**config.mk**
```make
export PLATFORM = sky130hd
export DESIGN_NAME = pipeline_ctrl
export DESIGN_NICKNAME = d
export VERILOG_FILES = /design/src/rtl/tartaruga_pkg.sv /design/src/rtl/load_use_check.sv /design/src/rtl/pipeline_ctrl.sv
export SDC_FILE = /design/constraint.sdc
export NUM_CORES = 1
export LEC_CHECK = 0
export CAP_MARGIN = 25
export CORE_ASPECT_RATIO = 0.9
export CORE_MARGIN = 8
export CORE_UTILIZATION = 50
export CTS_BUF_LIST = sky130_fd_sc_hd__clkbuf_16
export DETAILED_ROUTE_END_ITERATION = 8
export DONT_BUFFER_PORTS = 1
export GPL_ROUTABILITY_DRIVEN = 1
export SLEW_MARGIN = 0
export SYNTH_ARGS = -nofsm -noshare
export SYNTH_HDL_FRONTEND = slang
export SYNTH_SLANG_ARGS = --single-unit
```
**constraint.sdc**
```tcl
create_clock -name clk_i -period 2.7 [get_ports clk_i]
set_input_delay 0.27 -clock clk_i [delete_from_list [all_inputs] [get_ports clk_i]]
set_output_delay 0.27 -clock clk_i [all_outputs]
set_load 0.05 [all_outputs]
```
**src/rtl/tartaruga_pkg.sv**
```systemverilog
// Shared types for the tartaruga pipeline control path.
package tartaruga_pkg;

    // Sequencer states: normal flow, one-cycle fetch redirect, back-end drain.
    typedef enum logic [1:0] {
        RUN      = 2'd0,
        REDIRECT = 2'd1,
        DRAIN    = 2'd2
    } pipe_ctrl_state_t;

    // Stall/flush bits for each stage register (register named after the stage feeding it).
    typedef struct packed {
        logic stall_fetch;
        logic stall_decode;
        logic stall_rr;
        logic stall_exe;
        logic stall_mem;
        logic flush_fetch;
        logic flush_decode;
        logic flush_rr;
        logic flush_exe;
        logic flush_mem;
    } stage_ctrl_t;

endpackage

```
**src/rtl/load_use_check.sv**
```systemverilog
// Detects a load in exe whose destination is read by the instruction in rr.
// Stage valids are applied by the caller; x0 never produces a hazard.
module load_use_check #(
    parameter int REG_ADDR_W = 5
) (
    input  logic [REG_ADDR_W-1:0] rr_rs1,
    input  logic [REG_ADDR_W-1:0] rr_rs2,
    input  logic                  rr_use_rs1,
    input  logic                  rr_use_rs2,
    input  logic [REG_ADDR_W-1:0] exe_rd,
    input  logic                  exe_is_load,
    input  logic                  exe_regwrite,
    output logic                  hazard
);

    logic rd_live;

    // A hazard needs a real destination and a matching, actually-used source.
    always_comb begin
        rd_live = exe_is_load & exe_regwrite & (exe_rd != '0);
        hazard  = rd_live & ((rr_use_rs1 & (rr_rs1 == exe_rd)) |
                             (rr_use_rs2 & (rr_rs2 == exe_rd)));
    end

endmodule

```
**src/rtl/pipeline_ctrl.sv**
```systemverilog
// Stall/flush sequencer for the six-stage pipeline, with registered fetch
// redirect after taken branches and back-end drain for serializing ops.
// Handshake note: a stage register advances when neither its stall nor its
// flush is set; flush loads a bubble, stall holds; both are never set together.
module pipeline_ctrl
    import tartaruga_pkg::*;
#(
    parameter int REG_ADDR_W = 5,
    parameter int CNT_W      = 32
) (
    input  logic                  clk_i,
    input  logic                  rstn_i,
    input  logic                  valid_rr_i,
    input  logic                  valid_exe_i,
    input  logic                  valid_mem_i,
    input  logic                  valid_wb_i,
    input  logic [REG_ADDR_W-1:0] rr_rs1_i,
    input  logic [REG_ADDR_W-1:0] rr_rs2_i,
    input  logic                  rr_use_rs1_i,
    input  logic                  rr_use_rs2_i,
    input  logic                  rr_serialize_i,
    input  logic [REG_ADDR_W-1:0] exe_rd_i,
    input  logic                  exe_regwrite_i,
    input  logic                  exe_is_load_i,
    input  logic                  exe_busy_i,
    input  logic                  mem_busy_i,
    input  logic                  taken_branch_i,
    input  logic [31:0]           branch_pc_i,
    output logic                  stall_fetch_o,
    output logic                  stall_decode_o,
    output logic                  stall_rr_o,
    output logic                  stall_exe_o,
    output logic                  stall_mem_o,
    output logic                  flush_fetch_o,
    output logic                  flush_decode_o,
    output logic                  flush_rr_o,
    output logic                  flush_exe_o,
    output logic                  flush_mem_o,
    output logic                  redirect_o,
    output logic [31:0]           redirect_pc_o,
    output logic [CNT_W-1:0]      stall_cycles_o,
    output logic [CNT_W-1:0]      flush_events_o,
    output pipe_ctrl_state_t      state_o
);

    pipe_ctrl_state_t state_q, state_d;
    stage_ctrl_t      ctrl;
    logic             accept_branch;
    logic             lu_hazard;
    logic             serialize_hold;
    logic [31:0]      redirect_pc_q;
    logic [CNT_W-1:0] stall_cnt_q;
    logic [CNT_W-1:0] flush_cnt_q;

    load_use_check #(.REG_ADDR_W(REG_ADDR_W)) u_load_use (
        .rr_rs1       (rr_rs1_i),
        .rr_rs2       (rr_rs2_i),
        .rr_use_rs1   (rr_use_rs1_i),
        .rr_use_rs2   (rr_use_rs2_i),
        .exe_rd       (exe_rd_i),
        .exe_is_load  (exe_is_load_i),
        .exe_regwrite (exe_regwrite_i),
        .hazard       (lu_hazard)
    );

    // Prioritised next-state and stall/flush decode; outputs forced low in reset.
    always_comb begin
        ctrl           = '0;
        state_d        = state_q;
        accept_branch  = 1'b0;
        serialize_hold = valid_rr_i & rr_serialize_i & (valid_exe_i | valid_mem_i | valid_wb_i);
        if (mem_busy_i) begin
            ctrl.stall_fetch  = 1'b1;
            ctrl.stall_decode = 1'b1;
            ctrl.stall_rr     = 1'b1;
            ctrl.stall_exe    = 1'b1;
            ctrl.flush_mem    = 1'b1;
            // Fetch consumes the redirect regardless of stalls, so REDIRECT never repeats.
            if (state_q == REDIRECT) state_d = RUN;
        end else if (exe_busy_i) begin
            ctrl.stall_fetch  = 1'b1;
            ctrl.stall_decode = 1'b1;
            ctrl.stall_rr     = 1'b1;
            ctrl.flush_exe    = 1'b1;
            if (state_q == REDIRECT) state_d = RUN;
        end else if (taken_branch_i && valid_exe_i) begin
            ctrl.flush_fetch  = 1'b1;
            ctrl.flush_decode = 1'b1;
            ctrl.flush_rr     = 1'b1;
            accept_branch     = 1'b1;
            state_d           = REDIRECT;
        end else if (state_q == REDIRECT) begin
            ctrl.flush_fetch  = 1'b1;
            state_d           = RUN;
        end else if (serialize_hold) begin
            ctrl.stall_fetch  = 1'b1;
            ctrl.stall_decode = 1'b1;
            ctrl.flush_rr     = 1'b1;
            state_d           = DRAIN;
        end else begin
            // Back end empty (or nothing to serialize): DRAIN ends, rr advances.
            state_d = RUN;
            if (valid_rr_i && valid_exe_i && lu_hazard) begin
                ctrl.stall_fetch  = 1'b1;
                ctrl.stall_decode = 1'b1;
                ctrl.flush_rr     = 1'b1;
            end
        end
        if (!rstn_i) begin
            ctrl          = '0;
            accept_branch = 1'b0;
        end
    end

    // State, redirect target and performance counters.
    always_ff @(posedge clk_i or negedge rstn_i) begin
        if (!rstn_i) begin
            state_q       <= RUN;
            redirect_pc_q <= '0;
            stall_cnt_q   <= '0;
            flush_cnt_q   <= '0;
        end else begin
            state_q <= state_d;
            if (accept_branch) begin
                redirect_pc_q <= branch_pc_i;
                flush_cnt_q   <= flush_cnt_q + CNT_W'(1);
            end
            if (ctrl.stall_fetch && (stall_cnt_q != '1)) begin
                stall_cnt_q <= stall_cnt_q + CNT_W'(1);
            end
        end
    end

    assign stall_fetch_o  = ctrl.stall_fetch;
    assign stall_decode_o = ctrl.stall_decode;
    assign stall_rr_o     = ctrl.stall_rr;
    assign stall_exe_o    = ctrl.stall_exe;
    assign stall_mem_o    = ctrl.stall_mem;
    assign flush_fetch_o  = ctrl.flush_fetch;
    assign flush_decode_o = ctrl.flush_decode;
    assign flush_rr_o     = ctrl.flush_rr;
    assign flush_exe_o    = ctrl.flush_exe;
    assign flush_mem_o    = ctrl.flush_mem;
    assign redirect_o     = (state_q == REDIRECT);
    assign redirect_pc_o  = redirect_pc_q;
    assign stall_cycles_o = stall_cnt_q;
    assign flush_events_o = flush_cnt_q;
    assign state_o        = state_q;

endmodule
```
==> out/results.tsv, run 1 <==
stage	metric	value	unit
sta	period utilization	92.9	%
critical_path	WP data arrival	2.24	ns
floorplanning	Ports	170	
logic_synthesis	Post-Syn Area per Cell	10.4	um^2
logic_synthesis	synth unique cells	45	
sta	Worst Skew	0.00781	ns
clocking	# Post-CTS Setup Buffers	0	
grt	initial antenna violation count	0	
placement	Post-Place Worst Slack	0.472	ns
sta	worst hold margin	0.0319	ns
logic_synthesis	top cells by area, synth	dfrtp_1 52%, nand2_1 10%, xor2_1 6.7%	
critical_path	worst-path cell chain	nor2b_4 > nand3b_1 > a21boi_1 > a41oi_4 > buf_12 > inv_1 > buf_4	
power_and_ir_drop	worst IR drop on VDD	0.647	mV
clocking	Clock Path Buffers	2	
status	run status	finished clean	
cells_and_area	# fillers	799	
clocking	clk slew on worst S/H paths	0.07	ns
floorplanning	Core ar.	0.00913	mm^2
route	Antenna Nets Post-Route	0	
worst_hold_path	Hold Path Class	primary input to flop	
route	Detailed Route Iter0 Violations	207	
sta	post-layout min period	2.51	ns
critical_path	Crit Path Category	flop to primary output	
critical_path	CP bufs+invs	3	
cells_and_area	area grow syn2layout	18.3	%
placement	Cells after DPL	615	
floorplanning	Site Rows	33	
sta	RSZ-0062 raised after global routing	no	
route	vias per cell	5.44	
route	via count	3446	
critical_path	r2r setup slk	0.44	ns
logic_synthesis	async set-or-reset flop fraction in the synthesized netlist	100	%
sta	max-slew violations	0	
critical_path	Critical Path RT	2.43	ns
grt	global-route wire length before repair	18600	um
sta	Final WS setup	0.193	ns
logic_synthesis	synthesized instance count	450	
run	Max-Cap Viols	0	
clocking	Clk Latency, worst-skew pair	0.34	ns
floorplanning	Die Span X	118	um
clocking	H-tree levels	3	
clocking	CTS buffer count	9	
grt	grt ovf	0	
clocking	post-cts sizing count	0	
sta	worst slew pin tran	0.959	ns
placement	Post-DP Area	0.00521	mm^2
placement	Buffers on Ports	0	
critical_path	startpoint types	flop	
sta	final hold violations	0	
sta	Fin Setup TNS	0	ns
logic_synthesis	synthesized cell area	0.00469	mm^2
placement	estimated wirelength of the detail-placed design	8130	um
critical_path	CP max stage delay	0.66	ns
grt	largest net degree at the start of global routing	99	
route	Post-Route WL	11300	um
logic_synthesis	post-synth top area share	52.2	%
route	drt first pass iters	4	
power_and_ir_drop	Power Density	803	mW/mm^2
logic_synthesis	sequential fraction of the synthesis area	52.2	%
power_and_ir_drop	leakage	2.66	nW
logic_synthesis	Seq cells post-synth	98	
floorplanning	Die Y	108	um
route	Routed wire per std cell	17.8	um
floorplanning	Initial Utilization	51.4	%
cells_and_area	Ant. Diodes	0	
logic_synthesis	ys flop type	dfrtp_1	
clocking	Clock Tree Root	clkbuf_16	
sta	Final setup viols	0	
critical_path	maximum fanout along the worst path	32	
grt	vias in the first global route	3592	
clocking	Clock Sinks	98	
logic_synthesis	syn nets	513	
floorplanning	die footprint	0.0128	mm^2
cells_and_area	cell area after layout	0.00555	mm^2
logic_synthesis	EDFF count, synth	0	
clocking	# hold bufs at CTS	2	
cells_and_area	Final Non-Filler Cells	633	
critical_path	CP delay by family, top	flip-flops	
sta	fmax	399	MHz
critical_path	Critical Path Sink Type	primary output	
sta	Max transition margin	36.5	%
logic_synthesis	number of warnings issued by yosys	0	
route	drt drc	0	
critical_path	Crit-path slowest cell	dfrtp_1	
cells_and_area	final net count	569	
grt	gr usage total	17.9	%
clocking	CTS tree	built	
logic_synthesis	largest area contributor in the netlist	dfrtp_1	
placement	gpl congestion	0.784	
cells_and_area	share of cells above drive strength 1	22.1	%
==> layout make-up <==
cell class | count | area (um^2) | share of cell area, %
repair buffers | 64 | 515 | 9.28
multi-input cells | 331 | 2120 | 38.2
inverters | 2 | 7.51 | 0.135
clock inverters | 7 | 81.3 | 1.46
clock buffers | 9 | 225 | 4.05
well taps | 122 | 153 | 2.75
flip-flops and latches | 98 | 2450 | 44.2
==> worst register-to-register path: cells and delay by family, from the launching register on <==
| kind | cells | cell delay [ns] |
|---|---|---|
| flip-flops | 1 | 0.70 |
| AND/OR/NAND/NOR | 4 | 0.70 |
| buffers and inverters | 2 | 0.46 |
| multiplexers | 1 | 0.28 |
==> cells in the final DEF (no fill, tap or decap), types with 5 or more instances in the layout <==
cell type  netlist  layout
and2_1           5       5
nand3_1         17      17
nor4_2           9       9
buf_4            5      61
nand2_1        130     130
dfrtp_1         98      98
clkbuf_16        0       9
xnor2_1         35      35
nor3_2           5       5
nor3_1          13      13
nor2_1           9       9
and3_1          12      12
nand4_1         20      20
xor2_1          36      36
==> worst paths after layout <==
kind / from / end / cells after the start
min in group asynchronous: rstn_i / flush_events_o[14] / 2
worst max-delay path: state_o[0] / stall_fetch_o / 7
worst min register to register: flush_events_o[9] / flush_events_o[9] / 1
max in group asynchronous: rstn_i / stall_cycles_o[25] / 2
worst min-delay path: branch_pc_i[16] / redirect_pc_o[16] / 2
worst max register to register: stall_cycles_o[19] / stall_cycles_o[1] / 7
==> stage by stage <==
| stage | util [%] | power [mW] |
|---|---|---|
| floorplan | - | 2.85 |
| global placement | 57.1 | 3.12 |
| detailed placement | 57.1 | 3.15 |
| CTS | 60.9 | 4.51 |
| global route | 60.9 | 4.65 |
| finish | 60.9 | 4.46 |
==> where the power goes <==
group | internal, mW | switching, mW
clock network | 0.735 | 0.578
logic | 0.281 | 0.708
registers | 1.66 | 0.498
total | 2.67 | 1.78
==> state kept, by name, summed over array words and instances, names as in the netlist <==
signal,count
redirect_pc_o,32
state_o,2
flush_events_o,32
stall_cycles_o,32
==> cell usage after synthesis (all sizes together) (2+ instances only) <==
library cell and instances:
nor3 18, nor4 9, nor2 14, nand2 130
and4 5, nor3b 2, and2 5, ha 2
o21ai 2, buf 11, nand3 17, clkbuf 8
xnor2 35, and3 13, dfrtp 98, nand4 22
xor2 37, nor4b 5, a21oi 2
==> cells by family (layout without fill, tap and decap cells) <==
group	after synthesis	count (layout)	share of synthesized area [%]
AND/OR/NAND/NOR	246	246	28.7
flip-flops	98	98	52.2
XOR/XNOR	72	72	13.6
buffers and inverters	21	82	2.77
AO/OA/AOI/OAI	9	9	1.81
adder cells (fa/ha/maj)	2	2	0.533
other	1	1	0.0799
multiplexers	1	1	0.240
==> metal layers <==
metal / wire, um / global-route usage [%]
met5: 0 / 0
met3: 1180 / 8.81
met2: 5420 / 28.9
met1: 4510 / 20.9
met4: 171 / 5.21
Note: power is estimated with default switching activity, not from simulation.
==> run 2: changes to the inputs <==
--- a/config.mk
+++ b/config.mk
@@ -5,7 +5,6 @@
 export SDC_FILE = /design/constraint.sdc
 export NUM_CORES = 1
 export LEC_CHECK = 0
-export CAP_MARGIN = 25
 export CORE_ASPECT_RATIO = 0.9
 export CORE_MARGIN = 8
 export CORE_UTILIZATION = 50
@@ -13,6 +12,7 @@
 export DETAILED_ROUTE_END_ITERATION = 8
 export DONT_BUFFER_PORTS = 1
 export GPL_ROUTABILITY_DRIVEN = 1
+export HOLD_SLACK_MARGIN = 0.15
 export SLEW_MARGIN = 0
 export SYNTH_ARGS = -nofsm -noshare
 export SYNTH_HDL_FRONTEND = slang
==> run 2 against run 1 <==
Compared with the run above:
- routed wire length increased by 4.1%
- clock skew up 0.0015 ns
- critical path depth did not move
- sequential share of layout area shrank 2.5 points
- global-route usage grew 0.80 points
- core utilization grew 3.7 points
- die area is the same
- highest routed layer unchanged
==> out/results.tsv, run 2 (synthesis gave the netlist of run 1 again) <==
stage	metric	value	unit
cells_and_area	# fillers	743	
route	drt drc	0	
grt	largest net degree at the start of global routing	99	
critical_path	WP data arrival	2.24	ns
sta	Fin Setup TNS	0	ns
sta	Worst Skew	0.00931	ns
critical_path	Critical Path RT	2.43	ns
floorplanning	Die Y	108	um
grt	vias in the first global route	3792	
floorplanning	Ports	170	
worst_hold_path	Hold Path Class	primary input to flop	
critical_path	Crit Path Category	flop to primary output	
route	vias per cell	5.34	
placement	gpl congestion	0.784	
placement	Buffers on Ports	0	
clocking	Clk Latency, worst-skew pair	0.34	ns
grt	initial antenna violation count	0	
clocking	clk slew on worst S/H paths	0.07	ns
clocking	Clock Path Buffers	2	
sta	worst slew pin tran	0.959	ns
clocking	post-cts sizing count	0	
clocking	H-tree levels	3	
critical_path	startpoint types	flop	
critical_path	Critical Path Sink Type	primary output	
route	drt first pass iters	4	
cells_and_area	most frequent cells in the layout	130 x nand2_1, 98 x dfrtp_1, 61 x buf_4	
power_and_ir_drop	leakage	2.80	nW
sta	Max transition margin	36.5	%
clocking	# Post-CTS Setup Buffers	0	
cells_and_area	commonest non-fill, non-tap cell in the layout	nand2_1	
grt	gr usage total	18.7	%
floorplanning	Site Rows	33	
run	Max-Cap Viols	0	
sta	max-slew violations	0	
cells_and_area	Reg area	0.00245	mm^2
cells_and_area	Ant. Diodes	0	
route	Routed wire per std cell	17.6	um
cells_and_area	final net count	603	
clocking	# hold bufs at CTS	36	
status	run status	finished clean	
placement	estimated wirelength of the detail-placed design	8130	um
floorplanning	Die Span X	118	um
sta	period utilization	92.8	%
sta	Final setup viols	0	
floorplanning	Initial Utilization	51.4	%
grt	grt ovf	0	
cells_and_area	share of cells above drive strength 1	20.7	%
floorplanning	die footprint	0.0128	mm^2
power_and_ir_drop	Power Density	764	mW/mm^2
critical_path	maximum fanout along the worst path	32	
sta	fmax	399	MHz
sta	Final WS setup	0.194	ns
power_and_ir_drop	worst IR drop on VDD	0.637	mV
clocking	CTS buffer count	9	
route	via count	3565	
placement	Post-Place Worst Slack	0.472	ns
cells_and_area	multi-input logic area	0.00212	mm^2
clocking	CTS tree	built	
route	Detailed Route Iter0 Violations	181	
sta	post-layout min period	2.51	ns
route	Antenna Nets Post-Route	0	
clocking	Clock Tree Root	clkbuf_16	
cells_and_area	Finished Core Util	64.6	%
route	Post-Route WL	11700	um
cells_and_area	area grow syn2layout	25.6	%
sta	final hold violations	0	
floorplanning	Core ar.	0.00913	mm^2
clocking	Clock Sinks	98	
grt	global-route wire length before repair	19500	um
sta	RSZ-0062 raised after global routing	no	
[run 2: area by class of cell]
type,instances,share of cell area [%]
sequential,98,41.6
multi-input combinational,331,36.0
timing repair buffer,98,14.5
clock buffer,9,3.82
tap,122,2.59
clock inverter,7,1.38
inverter,2,0.127
[run 2: worst max-delay path, cell delays in order (launching register included)]
cell	delay (ns)
dfrtp_1	0.66
nor2b_4	0.26
nand3b_1	0.13
a21boi_1	0.10
a41oi_4	0.21
buf_12	0.24
inv_1	0.06
buf_4	0.23
[run 2: path summary, 6_finish.rpt]
kind | depth (start not counted) | end | start | slack, ns
hold / removal | 2 | state_o[1] | exe_busy_i | 0.19
setup / recovery | 7 | stall_fetch_o | state_o[0] | 0.19
min in group asynchronous | 2 | flush_events_o[14] | rstn_i | 0.51
hold reg to reg | 1 | flush_events_o[9] | flush_events_o[9] | 0.48
max in group asynchronous | 2 | redirect_pc_o[26] | rstn_i | 1.78
setup reg to reg | 7 | stall_cycles_o[1] | stall_cycles_o[19] | 0.45
[run 2: stage by stage]
| stage | hold WS, ns | cells | cell area, um^2 | power [mW] |
|---|---|---|---|---|
| after floorplan | -0.0256 | 450 | 4700 | 2.85 |
| after global placement | -0.0225 | 615 | 5210 | 3.12 |
| after detailed placement | -0.0225 | 615 | 5210 | 3.15 |
| after CTS | 0.177 | 667 | 5890 | 4.55 |
| after global routing | 0.179 | 667 | 5890 | 4.70 |
| final | 0.191 | 667 | 5890 | 4.50 |
[run 2: per-layer routing]
| layer | up-vias | wire (um) | global-route usage, % |
|---|---|---|---|
| met5 | - | 0 | 0 |
| met4 | 0 | 235 | 6.03 |
| met3 | 18 | 1130 | 8.81 |
| met2 | 128 | 5770 | 31.3 |
| met1 | 1739 | 4600 | 21.0 |
| li1 | 1680 | - | - |
[run 2: power breakdown]
part           internal (mW)  switching [mW]
clock                  0.735           0.576
sequential              1.66           0.499
combinational          0.314           0.723
==> run 3: changes to the inputs <==
--- a/config.mk
+++ b/config.mk
@@ -13,6 +13,7 @@
 export DONT_BUFFER_PORTS = 1
 export GPL_ROUTABILITY_DRIVEN = 1
 export HOLD_SLACK_MARGIN = 0.15
+export SETUP_SLACK_MARGIN = 0.4
 export SLEW_MARGIN = 0
 export SYNTH_ARGS = -nofsm -noshare
 export SYNTH_HDL_FRONTEND = slang
==> run 3 against run 2 <==
Compared with the run above:
- the run now ends with hold timing left
- register-to-register slack better by 0.10 ns
- clock skew down 0.0040 ns
- hold slack got worse by 0.57 ns
- highest routed layer unchanged
==> out/results.tsv, run 3 (synthesis gave the netlist of run 1 again) <==
stage	metric	value	unit
cells_and_area	area grow syn2layout	25.3	%
clocking	Clock Sinks	98	
critical_path	Critical Path RT	2.43	ns
sta	worst slew pin tran	0.967	ns
sta	fmax	447	MHz
route	Detailed Route Iter0 Violations	192	
grt	grt ovf	0	
sta	Max transition margin	36.0	%
sta	Final setup viols	0	
sta	post-layout min period	2.23	ns
sta	period utilization	82.8	%
sta	Worst Skew	0.00534	ns
route	Top Layer Used	met4	
cells_and_area	commonest non-fill, non-tap cell in the layout	nand2_1	
route	drt first pass iters	4	
route	Routed wire per std cell	17.2	um
grt	gr usage total	18.0	%
sta	Fin Setup TNS	0	ns
route	WL met1	4730	um
clocking	CTS buffer count	9	
run	Max-Cap Viols	0	
sta	worst hold margin	-0.375	ns
route	WL met2	5450	um
floorplanning	die footprint	0.0128	mm^2
route	Antenna Nets Post-Route	0	
clocking	# hold bufs at CTS	34	
grt	vias in the first global route	3559	
critical_path	startpoint types	flop	
cells_and_area	final net count	603	
clocking	Clock Tree Root	clkbuf_16	
clocking	Clock Path Buffers	2	
status	failing checks	hold timing	
placement	gpl congestion	0.773	
floorplanning	Initial Utilization	51.4	%
cells_and_area	Ant. Diodes	0	
critical_path	Crit Path Category	flop to primary output	
clocking	clk slew on worst S/H paths	0.07	ns
floorplanning	Core ar.	0.00913	mm^2
clocking	H-tree levels	3	
placement	Buffers on Ports	0	
sta	RSZ-0062 raised after global routing	yes	
power_and_ir_drop	Pwr Total	4.45	mW
power_and_ir_drop	worst IR drop on VDD	0.556	mV
floorplanning	Die Span X	118	um
clocking	Clk Latency, worst-skew pair	0.33	ns
grt	initial antenna violation count	0	
critical_path	Critical Path Sink Type	primary output	
cells_and_area	most frequent cells in the layout	130 x nand2_1, 95 x dfrtp_1, 61 x buf_4	
cells_and_area	# fillers	730	
floorplanning	Ports	170	
power_and_ir_drop	Power Density	756	mW/mm^2
route	drt drc	0	
route	via count	3529	
grt	largest net degree at the start of global routing	107	
sta	final hold violations	98	
route	Routed met3 length	1080	um
grt	global-route wire length before repair	18700	um
clocking	CTS tree	built	
floorplanning	Die Y	108	um
critical_path	Worst R2R Path Depth	8	
critical_path	WP data arrival	1.96	ns
worst_hold_path	Hold Path Class	primary input to asynchronous set/reset pin	
route	vias per cell	5.29	
placement	estimated wirelength of the detail-placed design	8140	um
route	Post-Route WL	11500	um
sta	max-slew violations	0	
cells_and_area	share of cells above drive strength 1	21.7	%
status	run status	finished, violations left	
power_and_ir_drop	leakage	2.78	nW
floorplanning	Site Rows	33	
critical_path	maximum fanout along the worst path	4	
[run 3: layout make-up]
cell class              instances  area (um^2)  share of cell area, %
multi-input cells             331         2120                   36.1
inverters                       2         11.3                  0.191
repair buffers                 98          841                   14.3
well taps                     122          153                   2.59
clock buffers                   9          225                   3.83
clock inverters                 7         73.8                   1.25
flip-flops and latches         98         2460                   41.7
[run 3: critical path, stage by stage (launching register included)]
cell,delay (ns)
dfrtp_2,0.54
nor2b_4,0.23
nand3b_1,0.15
a21boi_2,0.08
a41oi_4,0.28
clkinvlp_4,0.18
buf_6,0.17
[run 3: where the power goes]
| part | internal (mW) | total, mW | switching, mW |
|---|---|---|---|
| clock | 0.727 | 1.29 | 0.563 |
| sequential | 1.66 | 2.16 | 0.505 |
| combinational | 0.311 | 0.991 | 0.681 |
[run 3: routing by layer]
metal	global-route usage, %	vias up
li1	-	1684
met1	21.5	1714
met2	28.7	114
met3	7.92	17
met4	6.30	0
met5	0	-
[run 3: path summary, 6_finish.rpt]
| kind | startpoint | endpoint | slack [ns] |
|---|---|---|---|
| max in group asynchronous | rstn_i | stall_cycles_o[28] | 2.94 |
| min in group clk_i | exe_busy_i | state_o[0] | 0.19 |
| worst min register to register | flush_events_o[4] | flush_events_o[4] | 0.48 |
| worst max register to register | state_o[0] | stall_cycles_o[20] | 0.55 |
| worst max-delay path | state_o[0] | stall_decode_o | 0.47 |
| worst min-delay path | rstn_i | flush_events_o[13] | -0.38 |
[run 3: what timing repair did]
action | CTS | global route
resized for setup | 0 | 3
buffers inserted | 1 | 0
endpoints found under the setup margin | 2 | 3
endpoints found under the hold margin | 131 | 98
[run 3: stage by stage]
stage               worst slack, ns  util, %  instance area (um^2)  instances
floorplan                     0.310        -                  4730        450
global placement              0.573     57.3                  5230        616
detailed placement            0.496     57.3                  5230        616
CTS                           0.422     64.4                  5870        667
global route                  0.325     64.5                  5880        667
finish                        0.465     64.5                  5880        667
